[config.mk]
export PLATFORM = sky130hd
export DESIGN_NAME = fc_mac_array
export DESIGN_NICKNAME = d
export VERILOG_FILES = /design/src/rtl/fc_mac_array.sv
export SDC_FILE = /design/constraint.sdc
export NUM_CORES = 2
export LEC_CHECK = 0
export ABC_AREA = 1
export CORE_AREA = 2 2 276 278
export CTS_BUF_LIST = sky130_fd_sc_hd__clkbuf_8
export DETAILED_ROUTE_END_ITERATION = 6
export DIE_AREA = 0 0 278 280
export PLACE_DENSITY = 0.88
export SYNTH_ARGS = -nofsm -noshare
export SYNTH_HDL_FRONTEND = slang
export SYNTH_SLANG_ARGS = --single-unit
[constraint.sdc]
create_clock -name clk -period 5.85 [get_ports clk]
set_clock_uncertainty 0.15 [all_clocks]
set_input_delay 1.4625 -clock clk [delete_from_list [all_inputs] [get_ports clk]]
set_output_delay 1.4625 -clock clk [all_outputs]
set_load 0.005 [all_outputs]
[src/rtl/fc_mac_array.sv]
// Pipelined FC-layer MAC array: per-lane products, lane reduction, neuron accumulate,
// bias add and saturation. Define FC_MAC_RELU_EN to zero negative results after saturation.
module fc_mac_lane #(
  parameter int DATA_W   = 8,
  parameter int WEIGHT_W = 4
) (
  input  logic                       clk,
  input  logic [DATA_W-1:0]          data,
  input  logic [WEIGHT_W-1:0]        weight,
  output logic [DATA_W+WEIGHT_W-1:0] prod
);
  always_ff @(posedge clk) prod <= $signed(data) * $signed(weight);
endmodule

module fc_mac_array #(
  parameter int NUM_LANES = 20,
  parameter int DATA_W    = 8,
  parameter int WEIGHT_W  = 4,
  parameter int ACC_W     = 32,
  parameter int OUT_W     = 16,
  parameter int BIAS_W    = 16
) (
  input  logic                          clk,
  input  logic                          srstn,
  input  logic                          in_valid,
  input  logic                          in_last,
  input  logic [NUM_LANES*DATA_W-1:0]   in_data,
  input  logic [NUM_LANES*WEIGHT_W-1:0] in_weight,
  input  logic [BIAS_W-1:0]             in_bias,
  output logic                          out_valid,
  output logic [OUT_W-1:0]              out_data,
  output logic                          out_sat
);
  localparam int PW     = DATA_W + WEIGHT_W;
  localparam int STAGES = 2;
  localparam logic signed [ACC_W-1:0] SAT_MAX = {{(ACC_W-OUT_W+1){1'b0}}, {(OUT_W-1){1'b1}}};
  localparam logic signed [ACC_W-1:0] SAT_MIN = {{(ACC_W-OUT_W+1){1'b1}}, {(OUT_W-1){1'b0}}};

  typedef struct packed {
    logic              last;
    logic [BIAS_W-1:0] bias;
  } ctl_t;

  logic [STAGES:1]              vld_pipe;
  ctl_t                         ctl1, ctl2;
  logic [NUM_LANES-1:0][PW-1:0] prod1;
  logic signed [ACC_W-1:0]      sum_c, sum2, acc, acc_next, res_c, res3;
  logic                         first, v3;
  logic [OUT_W-1:0]             clip;
  logic                         clip_sat;

  // S1: lane i sits at the MSB end of the flat buses
  for (genvar i = 0; i < NUM_LANES; i++) begin : g_lane
    fc_mac_lane #(.DATA_W(DATA_W), .WEIGHT_W(WEIGHT_W)) u_lane (
      .clk    (clk),
      .data   (in_data[DATA_W*(NUM_LANES-1-i) +: DATA_W]),
      .weight (in_weight[WEIGHT_W*(NUM_LANES-1-i) +: WEIGHT_W]),
      .prod   (prod1[i])
    );
  end

  always_ff @(posedge clk) begin
    if (!srstn) vld_pipe <= '0;
    else        vld_pipe <= {vld_pipe[STAGES-1:1], in_valid};
    ctl1 <= '{last: in_last, bias: in_bias};
    ctl2 <= ctl1;
    sum2 <= sum_c;
  end

  always_comb begin
    sum_c = '0;
    for (int i = 0; i < NUM_LANES; i++) sum_c = sum_c + ACC_W'($signed(prod1[i]));
  end

  // S3: accumulate; bias add uses acc_next so a single-beat neuron needs no extra cycle
  always_comb begin
    acc_next = first ? sum2 : acc + sum2;
    res_c    = acc_next + ACC_W'($signed(ctl2.bias));
  end

  always_ff @(posedge clk) begin
    if (!srstn) begin
      acc   <= '0;
      first <= 1'b1;
      v3    <= 1'b0;
    end else begin
      v3 <= vld_pipe[STAGES] & ctl2.last;
      if (vld_pipe[STAGES]) begin
        acc   <= acc_next;
        first <= ctl2.last;
      end
    end
    res3 <= res_c;
  end

  // S4: saturate, then optional ReLU which does not flag saturation
  always_comb begin
    clip_sat = 1'b0;
    clip     = res3[OUT_W-1:0];
    if (res3 > SAT_MAX) begin
      clip     = SAT_MAX[OUT_W-1:0];
      clip_sat = 1'b1;
    end else if (res3 < SAT_MIN) begin
      clip     = SAT_MIN[OUT_W-1:0];
      clip_sat = 1'b1;
    end
`ifdef FC_MAC_RELU_EN
    if (clip[OUT_W-1]) clip = '0;
`else
`endif
  end

  always_ff @(posedge clk) begin
    if (!srstn) begin
      out_valid <= 1'b0;
      out_data  <= '0;
      out_sat   <= 1'b0;
    end else begin
      out_valid <= v3;
      if (v3) begin
        out_data <= clip;
        out_sat  <= clip_sat;
      end
    end
  end
endmodule
==> impl_results.md <==
- Main synth FF type: dfxtp_1
- Die X: around 280 um
- CP max-delay cell: fa_2
- Hold Path Stages: 0
- Largest net degree at the start of global routing: 61
- Hold slack final: 0.1746 ns
- Fin crit share: 98.70%
- DP Area: approximately 45,000 um^2
- Setup Slack @ Placement: -0.09893 ns
- WP data arrival: 6.15 ns
- Worst Reg-to-Reg Cells: 23
- DRC: 0
- Post-Layout Inst Area: 47,030 um^2
- Type of the most critical hold path: reg -> reg
- Synth async-reset ratio: 0%
- Critical register-to-register path endpoint: sum2[15]
- Fin. max-slew vios: 0
- CTS Buf Count: 68
- Fin nets: 6,534
- M3 GR Usage: 3.223%
- IO Pins: 278
- Avg Inst Size Synth: 8.422 um^2
- GPL Wtd Cong: approximately 0.95
- Initial antenna violation count: 9
- Status: finished, final reports clean
- DR vias: 31,520
- Fmax: 173.2 MHz
- Met2 Use GR: 47.53%
- Worst slew margin: approximately an eighth
- Drt first pass iters: 5
- RSZ-0062 raised after global routing: yes
- Commonest non-fill, non-tap cell in the layout: inv_1
- Most frequent cells in the layout: 1,253 x inv_1, 917 x nand2_1, 561 x fa_1
- Routed Antenna Nets: 0
- Period minus WS final: 5.774 ns
- Reg2Reg Setup Slack: 0.08 ns
- Cts hold-fix bufs: 0
- # H-tree levels: 3
- Distinct cell type count after synthesis: 42
- CP Capture Type: flop
- Cell Area, Synth: just over 40,000 um^2
- CP max stage delay: 0.57 ns
- Layout cell share with drive strength beyond 1: 7.849%
- Yosys reg bits: around 400
- Drt wl/cell: ~16 um
- CTS sink cnt: 391
- Via density: 5.046
- Drt total wl: between 100,000 and 150,000 um
- Cell row count: 101
- Gr ovfl total: 0
- Clock transition at path regs: 0.06 ns
- Max Root-Sink Buffers: 3
- DP HPWL: 84,860 um
- Port bufs: 277
- Layer with the highest usage: met2
- Slew @ Worst Pin: around 1.3 ns
- Worst Setup Path Type: reg -> reg
- Number of synthesized flops with an enable pin: 0
- Max-cap violation count: 0
- Clk_lat worst skew: about 0.7 ns
- CTS root buffer: clkbuf_8
- Min-Delay Endpoint: ctl2[9]
- Sequential fraction of the synthesis area: 19.12%
- Worst path required time: 6.23 ns
- Final worst slack: ~0.076 ns
- Mapped Cells: 4,860
- Synth Warn #: 0
- Met1 Use GR: 30.99%
- Vias in the first global route: 33,580
- Worst-path cell chain: inv_2, fa_1, inv_2, fa_1, inv_1, fa_1, fa_1, inv_2, fa_2, inv_2, fa_2, fa_1, inv_2, fa_2, nand2_2, nand3_2, o21ai_2, o21ai_2, buf_4, buf_4, nand4_1, o2111ai_2, xor2_1
- Total Die Area: around 78,000 um^2
- Overall die height: around 280 um
- Mapped Nets: between 6,000 and 7,000
- Endpoints failing setup: 0
- Fin. Hold Viols: 0
- Crit Reg-Reg Startpoint: g_lane[17].u_lane.prod[2]
- Starting Density: 54.43%
- CTS tree: yes
- Global-route usage over all layers: 26.24%
- Hold Path Origin: ctl1[9]
- First-pass GRT wire length: 163,400 um
- Setup crit start kind: flop
- CP max FO: 2
- Synthesis-to-layout area growth: 14.90%
- Core area: 75,190 um^2
- Initial DRC count: between 1,500 and 2,000
-- synthesized netlist by cell type (4+ instances only) --
cell type,instances,area (um^2)
xnor2_1,74,648.1
nand2_2,5,31.28
o21ai_0,143,715.7
nor2_1,151,566.8
o211ai_1,5,37.54
clkbuf_1,80,300.3
ha_1,492,6156
xor2_1,193,1690
o21ai_1,18,90.09
nor3_1,12,60.06
nand4_1,17,106.4
fa_1,573,11470
nand3_1,80,400.4
dfxtp_1,391,7828
or2_2,137,857.1
inv_1,1252,4700
o21ai_2,4,35.03
nand2_1,922,3461
o21bai_1,31,232.7
a31oi_1,6,37.54
a21o_1,15,112.6
a21oi_1,214,1071
nand3b_1,10,75.07
-- layer usage --
layer | routed length (um) | part of all wire [%]
met5 | 13 | 0.013
met4 | 4778 | 4.8
met3 | 4354 | 4.3
met2 | 50990 | 51
met1 | 40310 | 40
-- cell families after synthesis --
kind of cell             count (synthesis)  synth area share, %
AND/OR/NAND/NOR                       1344                13.75
buffers and inverters                 1340                12.30
adder cells (fa/ha/maj)               1065                43.07
AO/OA/AOI/OAI                          453                6.044
flip-flops                             391                19.12
XOR/XNOR                               267                5.713
-- worst max-delay path: cells and delay by family (launching register included) --
family | cells | cell delay [ns]
xor gates and xnor gates | 1 | 0.17
DFF | 1 | 0.32
buffers and inverters | 8 | 0.52
adders and majority gates | 8 | 3.93
and+or+nand+nor | 3 | 0.23
AOI/OAI and AO/OA | 3 | 0.32
-- stage by stage --
stage	utilization (%)	TNS, ns	cells
final	62.54	0	6246
after CTS	62.14	0	6233
after global routing	62.54	-0.9614	6245
after global placement	60.11	0	6110
after floorplan	-	0	4860
after detailed placement	60.11	-0.6256	6110
-- final cells by class --
cell class | instances | area (um^2)
Sequential cell | 391 | 7835
Multi-Input combinational cell | 3129 | 28320
Clock buffer | 86 | 1184
Timing Repair Buffer | 362 | 3415
Inverter | 1257 | 4718
Antenna cell | 6 | 15.01
Tap cell | 978 | 1224
Fill cell | 5833 | 28160
Clock inverter | 37 | 317.8
-- what timing repair did --
action	4_1_cts	5_1_grt
pin swaps	2	33
setup endpoints to repair	12	19
resized for setup	8	72
buffers inserted	0	7
-- state kept, by name, summed over array words and instances, names as in the netlist --
name / cells
out_data: 16
vld_pipe: 2
first: 1
acc: 32
g_lane.u_lane.prod: 240
out_valid: 1
sum2: 31
out_sat: 1
ctl1: 17
ctl2: 17
v3: 1
res3: 32
-- how the worst max path moves through the flow --
| stage | startpoint | to | depth (start not counted) |
|---|---|---|---|
| global placement | g_lane[15].u_lane.prod[11] | sum2[16] | 19 |
| CTS | g_lane[12].u_lane.prod[11] | sum2[22] | 17 |
| global route | g_lane[11].u_lane.prod[11] | sum2[22] | 21 |
| detailed placement | g_lane[15].u_lane.prod[11] | sum2[24] | 19 |
| finish | g_lane[17].u_lane.prod[2] | sum2[15] | 23 |
| floorplan | g_lane[15].u_lane.prod[2] | sum2[13] | 23 |
Power is not shown: default switching activity piles up to over one toggle a cycle in this logic, so the estimate is an artifact.
